**src/rtl/oam_dma_controller.sv**
```systemverilog
// -----------------------------------------------------------------------------
// oam_dma_controller
//
// Sequences the OAM DMA transfer started by a CPU write to register 0xFF46 and
// arbitrates the shared memory bus between the CPU datapath and the DMA engine.
// Each transfer copies OAM_BYTES bytes from page {src_hi,00h} into OAM, taking
// one READ, one WRITE and BYTE_CYCLES-2 PAD clocks per byte after one SETUP
// clock.
//
// Build option:
//   DMA_BUS_LOCK_EN  defined   : CPU is locked out of everything except HRAM
//                                (FF80-FFFE) and FF46 while DMA is active.
//                    undefined : cycle stealing; CPU accesses always win the
//                                bus and the DMA holds in READ until it is free.
//
// Ports:
//   cpu_clk, rst                   clock, synchronous active-high reset
//   cpu_addr/cpu_wdata/cpu_re/we   CPU side of the memory interface
//   cpu_rdata                      read data, valid the clock after cpu_re
//   mem_addr/mem_wdata/mem_re/we   shared memory bus
//   mem_rdata                      shared bus read data, 1 clock after mem_re
//   oam_addr/oam_wdata/oam_we      OAM write port (index 0..OAM_BYTES-1)
//   dma_active                     high while a transfer is in progress
// -----------------------------------------------------------------------------
module oam_dma_controller #(
    parameter int BYTE_CYCLES = 4,   // clocks per byte, minimum 3
    parameter int OAM_BYTES   = 160
) (
    input  logic        cpu_clk,
    input  logic        rst,
    input  logic [15:0] cpu_addr,
    input  logic [7:0]  cpu_wdata,
    input  logic        cpu_re,
    input  logic        cpu_we,
    output logic [7:0]  cpu_rdata,
    output logic [15:0] mem_addr,
    output logic [7:0]  mem_wdata,
    output logic        mem_re,
    output logic        mem_we,
    input  logic [7:0]  mem_rdata,
    output logic [7:0]  oam_addr,
    output logic [7:0]  oam_wdata,
    output logic        oam_we,
    output logic        dma_active
);

    localparam logic [15:0] DMA_REG_ADDR = 16'hFF46;
    localparam int          PAD_W        = (BYTE_CYCLES > 3) ? $clog2(BYTE_CYCLES - 2) : 1;
    localparam logic [PAD_W-1:0] PAD_LOAD   = PAD_W'(BYTE_CYCLES - 3);
    localparam logic [7:0]       LAST_INDEX = 8'(OAM_BYTES - 1);

    typedef enum logic [2:0] {S_IDLE, S_SETUP, S_READ, S_WRITE, S_PAD} state_t;

    // Source of cpu_rdata in the clock after a CPU read.
    typedef enum logic [1:0] {RD_FF, RD_MEM, RD_REG} rd_sel_t;

    state_t           state, state_next;
    rd_sel_t          rd_sel, rd_sel_next;
    logic [7:0]       dma_reg;
    logic [7:0]       index;
    logic [PAD_W-1:0] pad_cnt;
    logic [7:0]       src_hi;

    logic reg_hit, reg_wr, reg_rd;
    logic cpu_allowed, cpu_mem_re, cpu_mem_we, cpu_bus, dma_rd, byte_done;

    assign dma_active = (state != S_IDLE);

    // E0h-FFh would address OAM/IO; they alias echo WRAM C0h-DFh instead.
    assign src_hi = (dma_reg > 8'hDF) ? (dma_reg - 8'h20) : dma_reg;

    // Write wins over a simultaneous read, so a read is only seen with we low.
    assign reg_hit = (cpu_addr == DMA_REG_ADDR);
    assign reg_wr  = cpu_we && reg_hit;
    assign reg_rd  = cpu_re && !cpu_we && reg_hit;

`ifdef DMA_BUS_LOCK_EN
    logic hram_hit;
    assign hram_hit    = (cpu_addr >= 16'hFF80) && (cpu_addr <= 16'hFFFE);
    assign cpu_allowed = !dma_active || hram_hit;
`else
    assign cpu_allowed = 1'b1;
`endif

    // FF46 lives here and never reaches the shared bus.
    assign cpu_mem_we = cpu_we && !reg_hit && cpu_allowed;
    assign cpu_mem_re = cpu_re && !cpu_we && !reg_hit && cpu_allowed;
    assign cpu_bus    = cpu_mem_we || cpu_mem_re;

    // The CPU always has bus priority; a DMA read waits in READ for a free
    // clock (in lock mode only an HRAM access can cause that wait).
    assign dma_rd    = (state == S_READ) && !cpu_bus;
    assign byte_done = (state == S_PAD) && (pad_cnt == '0);

    // NOTE: every signal gets a default before the case so no path leaves one
    // unassigned, which would otherwise infer a latch.
    always_comb begin
        state_next = state;
        oam_addr   = 8'h00;
        oam_wdata  = 8'h00;
        oam_we     = 1'b0;

        case (state)
            S_IDLE:  if (reg_wr) state_next = S_SETUP;
            S_SETUP: state_next = S_READ;
            S_READ:  if (!cpu_bus) state_next = S_WRITE;
            S_WRITE: begin
                state_next = S_PAD;
                oam_addr   = index;
                oam_wdata  = mem_rdata;
                oam_we     = 1'b1;
            end
            S_PAD:   if (pad_cnt == '0) state_next = (index == LAST_INDEX) ? S_IDLE : S_READ;
            default: state_next = S_IDLE;
        endcase

        // A register write restarts from any state; a WRITE in this same clock
        // has already been presented on the OAM port above.
        if (reg_wr) state_next = S_SETUP;
    end

    always_comb begin
        mem_addr  = dma_rd ? {src_hi, index} : cpu_addr;
        mem_wdata = cpu_mem_we ? cpu_wdata : 8'h00;
        mem_re    = dma_rd || cpu_mem_re;
        mem_we    = cpu_mem_we;

        rd_sel_next = RD_FF;
        if (reg_rd)          rd_sel_next = RD_REG;
        else if (cpu_mem_re) rd_sel_next = RD_MEM;
    end

    always_comb begin
        case (rd_sel)
            RD_REG:  cpu_rdata = dma_reg;
            RD_MEM:  cpu_rdata = mem_rdata;
            default: cpu_rdata = 8'hFF;
        endcase
    end

    // NOTE: state registers use non-blocking assignments so every flop samples
    // the pre-edge value regardless of statement order.
    always_ff @(posedge cpu_clk) begin
        if (rst) begin
            state   <= S_IDLE;
            rd_sel  <= RD_FF;
            dma_reg <= 8'h00;
            index   <= 8'h00;
            pad_cnt <= '0;
        end else begin
            state  <= state_next;
            rd_sel <= rd_sel_next;

            if (reg_wr) dma_reg <= cpu_wdata;

            // Index returns to 0 after the last byte so it never exceeds LAST_INDEX.
            if (reg_wr)         index <= 8'h00;
            else if (byte_done) index <= (index == LAST_INDEX) ? 8'h00 : index + 8'd1;

            if (state == S_WRITE)                         pad_cnt <= PAD_LOAD;
            else if ((state == S_PAD) && (pad_cnt != '0)) pad_cnt <= pad_cnt - 1'b1;
        end
    end

endmodule

```
**config.mk**
```make
export PLATFORM = sky130hd
export DESIGN_NAME = oam_dma_controller
export DESIGN_NICKNAME = d
export VERILOG_FILES = /design/src/rtl/oam_dma_controller.sv
export SDC_FILE = /design/constraint.sdc
export NUM_CORES = 1
export LEC_CHECK = 0
export CORE_ASPECT_RATIO = 1.5
export CORE_MARGIN = 1
export CORE_UTILIZATION = 43
export CTS_BUF_LIST = sky130_fd_sc_hd__clkbuf_2
export CTS_CLUSTER_DIAMETER = 80
export DETAILED_ROUTE_END_ITERATION = 8
export GPL_ROUTABILITY_DRIVEN = 1
export GPL_TIMING_DRIVEN = 0
export MAX_ROUTING_LAYER = met4
export PLACE_DENSITY = 0.95
export SLEW_MARGIN = 20
export SYNTH_ARGS = -nofsm -noshare
export SYNTH_HDL_FRONTEND = slang
export SYNTH_SLANG_ARGS = --single-unit
```
**constraint.sdc**
```tcl
create_clock -name cpu_clk -period 3.7 [get_ports cpu_clk]
set_input_delay 0.555 -clock cpu_clk [delete_from_list [all_inputs] [get_ports cpu_clk]]
set_output_delay 0.555 -clock cpu_clk [all_outputs]
set_load 0.05 [all_outputs]
```
## Word level (Yosys, flattened, before mapping)

Index checks and enable logic that the tools add are counted.

- Bits in registers: 22
- Bits in latches: 0
- Memory bits (writable): 0
- Memory bits (read-only): 0
- Input bits: 36
- Output and inout bits: 52
- Memories kept: 0

- Add/subtract/negate cells: 3
- Multiply operators: 0
- Divide/modulo/power cells: 0
- Magnitude comparators: 1
- Equality and inequality tests: 13
- Shifts and indexed selects: 0
- Muxes and demuxes: 17
- Bitwise gates (word level): 2
- Reductions and logical operators: 20

Operator list:

| operator | count |
|---|---|
| 8-bit 2-to-1 mux | 5 |
| 16-bit equality test (second input constant) | 1 |
| 16-bit 2-to-1 mux | 1 |
| 8-bit case mux with 2 select lines | 1 |
| 3-bit case mux with 5 select lines | 1 |
| 8-bit by 1-bit adder with 8-bit output (second input constant) | 1 |
| 8-bit equality test (second input constant) | 1 |
| 8-bit greater-than comparator (second input constant) | 1 |
| 1-bit logical AND | 8 |
| 8-bit by 6-bit subtractor with 8-bit output (second input constant) | 1 |
| 3-bit by 2-bit equality test with 1-bit output (second input constant) | 2 |
| 3-bit 2-to-1 mux | 2 |
| 2-bit inequality test (second input constant) | 3 |
| 3-bit inequality test (second input constant) | 2 |
| 3-bit AND reduction | 2 |
| 1-bit 2-to-1 mux | 5 |
| 2-bit 2-to-1 mux | 2 |
| 2-bit OR reduction | 2 |
| 3-bit by 1-bit equality test with 1-bit output (second input constant) | 1 |
| 3-bit equality test (second input constant) | 1 |
| 1-bit zero test | 3 |
| 3-bit zero test | 1 |
| 3-bit nonzero test | 1 |
| 2-bit by 1-bit equality test with 1-bit output (second input constant) | 1 |
| other kinds (5) | 7 |

## Logic depth before layout (Yosys ltp)

- Depth after elaboration: 7
- Mapped depth: 6
- Depth with buffers taken out: 5

## Worst setup path before layout

OpenSTA, ideal clock, no wires.

- Path type: input-to-output
- Start point: input cpu_addr[4]
- End point: output mem_re
- Data arrival time: 2.449 ns
- Required time: 3.145 ns
- Slack: 0.696 ns
- Stages on the path: 4
- Cells stage by stage: or4b_4 > nor4_4 > nor2_1 > nor2_1

- Word-level cells in the longest chain between the ends: 7
- Elaborated cells on any way between the ends: 8
- Classes of those cells: eq/ne: 1; reduce/logical: 7

RTL lines:

| item | line | text |
|---|---|---|
| start, declared | 31 | `input logic [15:0] cpu_addr,` |
| 16-bit equality test | 73 | `assign reg_hit = (cpu_addr == DMA_REG_ADDR);` |
| 1-bit zero test | 86 | `assign cpu_mem_we = cpu_we && !reg_hit && cpu_allowed;` |
| 1-bit logical AND | 86 |  |
| via mem_we | 39 | `output logic mem_we,` |
| 1-bit logical OR | 88 | `assign cpu_bus = cpu_mem_we \|\| cpu_mem_re;` |
| 1-bit zero test | n/a |  |
| 1-bit logical AND | 92 | `assign dma_rd = (state == S_READ) && !cpu_bus;` |
| 1-bit logical OR | 125 | `mem_re = dma_rd \|\| cpu_mem_re;` |
| end, declared | 38 | `output logic mem_re,` |

The timed path passes the listed nets, and every way through them passes these cells.

## Worst setup path in the final report

- Start point: input cpu_addr[4]
- End point: output mem_re

- Word-level cells in the longest chain between the ends: 7
- Elaborated cells on any way between the ends: 8
- Classes of those cells: eq/ne: 1; reduce/logical: 7

RTL lines:

| item | line |
|---|---|
| 16-bit equality test * | 73 |
| 1-bit zero test * | 86, 87 |
| 1-bit logical AND (on tied branches) | 86, 87 |
| 1-bit logical OR | 88 |
| 1-bit zero test | n/a |
| 1-bit logical AND | 92 |
| 1-bit logical OR * | 125 |

Every way passes the cells marked *; elsewhere a longest branch is shown, timed or not.

==> qor.csv <==
stage,metric,value,unit
worst_setup_path,path_cells,clkdlybuf4s50_1 -> or4b_4 -> or4_1 -> buf_2 -> buf_6 -> a21oi_1 -> nor2_1 -> dlygate4sd2_1,
place,finalWeightedCongestion,0.8157,
pwr,power_leakage,1.001,nW
global_route,number_of_antenna_violations_at_the_first_check_in_global_routing,0,
routing,via_count_normalized_by_instance_count,5.579,
pwr,switching_share,0.3469,
global_route,grt_first_pass_wirelength,7417,um
routing,drt_iter0_markers,60,
place,number_of_buffer_cells_added_on_primary_ports,86,
pwr,net-switching-power,0.0001747,W
global_route,global_route.overflow_total,0,
pwr,power.combinational.fraction,0.335,
worst_setup_path,worstReg2RegEnd,index[7],
floorplan,design.core.area,3448,um2
pwr,pwr_total,0.0005036,W
floorplan,top_level_ports,88,
floorplan,num_rows,26,
sta,setup_violating_endpoint_count_in_the_final_report,0,
synthesis,synth.yosys.seq_area_share,0.2778,
worst_setup_path,critical-path-slowest-cell,sky130_fd_sc_hd__or4b_4,
worst_setup_path,cp_top_family,buffers and inverters,
sta,finalMaxSlewViolations,0,
routing,drt_pre_antenna_iters,4,
pwr,peakVddDrop,0.0002096,V
pwr,power.share.clock,0.192,
worst_setup_path,critPathArrivalTime,3.01,ns
synthesis,synth_top_flop_cell,sky130_fd_sc_hd__dfxtp_1,
floorplan,die-height,76.37,um
final_layout,n_fill_cell,278,
synthesis,number_of_flops_mapped_to_enable_cells_by_yosys,0,
status,status,completed,
final_layout,final_cell_mix,"61 x sky130_fd_sc_hd__clkdlybuf4s50_1, 22 x sky130_fd_sc_hd__dfxtp_1, 16 x sky130_fd_sc_hd__and2_1, 16 x sky130_fd_sc_hd__dlygate4sd2_1, 14 x sky130_fd_sc_hd__a21oi_1",
sta,tightestPinTransition,0.6415,ns
worst_setup_path,worst_path_largest_cell_delay,0.57,ns
synthesis,synth_cell_types,38,
routing,final_antenna_net_count,0,
clocking,clockRootBuffer,sky130_fd_sc_hd__clkbuf_2,
min_path,timing.hold.worst.class,flip-flop to flip-flop,
sta,skew,0.008231,ns
sta,hold_violations,0,
worst_setup_path,reg2reg_from,state[1],
clocking,numCtsBuffers,3,
final_layout,syn_to_final_growth,54.70,%
sta,slew-limit-headroom,0.5712,
min_path,min_to,dma_reg[1],
min_path,worst_hold_path.num_cells,2,
synthesis,syn-mean-instance-area,8.523,um2
routing,routedWlPerCell,14.95,um
floorplan,initial_utilization,0.4597,
pwr,p_seq_frac,0.473,
sta,min_period_over_period,0.9646,
final_layout,fin_area,2452,um2
synthesis,synthesis.area,1585,um2
worst_setup_path,critPathBufInv,4,
pwr,power.density_cell_area,205.4,nW/um2
place,placed_area,2499,um2
worst_setup_path,setup.worst_path.end_class,output pin,
worst_setup_path,worst_setup_path_start_kind,input pin,
final_layout,final_common_cell,sky130_fd_sc_hd__clkdlybuf4s50_1,
synthesis,synthCells,186,
worst_setup_path,critPathLaunch,cpu_addr[4],
routing,post-route-drc-count,0,
sta,max_freq,0.2802,GHz
synthesis,ys_seq_elements,22,
worst_setup_path,worstPathMaxFanout,10,
global_route,first_global_vias,1623,
floorplan,fp.dieW,51.58,um
final_layout,nets,317,
worst_setup_path,timing.setup.critical_path_class,input pin to output pin,
sta,min_period,3.569,ns
worst_setup_path,reg2reg_slack,1.89,ns
min_path,min-delay-start,dma_reg[1],
clocking,clk-insertion-delay-late,0.35,ns
final_layout,ant_diodes,0,
synthesis,syn-num-nets,226,
place,final_hpwl_from_detailed_placement,3826,um
routing,detailroute.via_count,1774,
clocking,clock_tree_buffer_depth,2,
floorplan,design.die.area,3939,um2
clocking,clock_tree_from_tritoncts,built,
synthesis,share_of_async_settable_or_async_resettable_flops_after_synthesis,0,
routing,totalWireLength,4754,um
worst_setup_path,required_time_of_the_worst_setup_path,3.14,ns
clocking,tritoncts_sinks,22,
final_layout,post_route_cells_drive_above_1_share,0.1304,
worst_setup_path,reg2regPathDepth,5,
synthesis,yosysWarningCount,0,
global_route,largest_net_degree_at_the_start_of_global_routing,13,
job,cap_viol_max_count,0,
pwr,intPower,0.0003289,W
clocking,clk_pin_slew,0.20,ns
sta,rsz0062_at_grt,no,
global_route,grtUsageTotal,0.2536,
clocking,h-tree-depth,1,
==> cells in the mapped netlist, types with 3 or more instances <==
cell                       count  area (um2)
sky130_fd_sc_hd__clkbuf_1     12       45.04
sky130_fd_sc_hd__mux2_2        7       78.83
sky130_fd_sc_hd__nand2_1       4       15.01
sky130_fd_sc_hd__inv_1         7       26.28
sky130_fd_sc_hd__nand3_1      10       50.05
sky130_fd_sc_hd__and2_1       16       100.1
sky130_fd_sc_hd__nand4_1       5       31.28
sky130_fd_sc_hd__and3_1        9       56.30
sky130_fd_sc_hd__xor2_1        3       26.28
sky130_fd_sc_hd__nor2_1        9       33.78
sky130_fd_sc_hd__ha_1          4       50.05
sky130_fd_sc_hd__xnor2_1       4       35.03
sky130_fd_sc_hd__nor3_1        9       45.04
sky130_fd_sc_hd__o21ai_0      10       50.05
sky130_fd_sc_hd__mux2_4        9       135.1
sky130_fd_sc_hd__a21oi_1      14       70.07
sky130_fd_sc_hd__dfxtp_1      22       440.4
sky130_fd_sc_hd__a221o_1       9       90.09
==> area by class of cell <==
type                       count  area (um2)  area share
clock inverter                 1       3.754    0.001531
timing repair buffer          86       795.8      0.3245
tap                           42       52.55     0.02143
inverter                       7       26.28     0.01071
sequential                    22       440.4      0.1796
buffer                        16       76.32     0.03112
multi-input combinational    141        1042      0.4250
clock buffer                   3       15.01    0.006122
==> metrics by stage <==
step / setup WS [ns] / utilization / setup TNS [ns] / hold WS [ns] / instances
2_1_floorplan: 0.6965 / - / 0 / 0.4664 / 186
6_report: 0.1308 / 0.7112 / 0 / 0.5209 / 318
3_3_place_gp: -0.2639 / 0.7246 / -4.034 / 0.4821 / 314
5_1_grt: 0.03236 / 0.7112 / 0 / 0.5448 / 318
3_5_place_dp: -0.2650 / 0.7246 / -4.120 / 0.4972 / 314
4_1_cts: 0.007178 / 0.7210 / 0 / 0.5202 / 318
==> worst max path at each step <==
stage	end	slack, ns	cells after the start
finish	mem_re	0.13	8
global route	mem_re	0.03	8
CTS	mem_addr[9]	0.007	7
detailed placement	mem_addr[9]	-0.26	7
global placement	mem_addr[9]	-0.26	7
floorplan	mem_re	0.70	4
==> kinds of logic (layout without fill, tap and decap cells) <==
family / Yosys count / after routing / synth area share
compound gates: 37 / 37 / 0.1515
fa+ha+maj: 4 / 4 / 0.03157
flops: 22 / 22 / 0.2778
mux: 17 / 17 / 0.1413
buf+inv: 23 / 113 / 0.06471
xor+xnor: 7 / 7 / 0.03867
simple gates: 76 / 76 / 0.2944
==> tightest hold or removal path, cell delays in order, from the launching register on <==
cell and delay, ns:
sky130_fd_sc_hd__dfxtp_1 0.37, sky130_fd_sc_hd__o21ai_0 0.07, sky130_fd_sc_hd__a21oi_1 0.07
==> metal layers <==
layer  global-route usage  part of all wire
met5                    -                 0
met1               0.2685              0.38
met4               0.1000             0.025
met2               0.4558              0.54
met3              0.03194             0.054
==> power groups by stage <==
stage	Sequential, W	Combinational, W	Clock (W)
floorplan	0.000243	0.0000989	0
global placement	0.000243	0.000178	0
detailed placement	0.000243	0.000180	0
CTS	0.000238	0.000170	0.0000960
global route	0.000238	0.000176	0.000106
finish	0.000238	0.000169	0.0000969
==> repair_timing <==
item                                    4_1_cts  5_1_grt
hold buffers                                  0        0
gates resized for setup                      25       18
endpoints found under the setup margin       25        9
buffers inserted                              0        0
(Power assumes the default switching activity.)
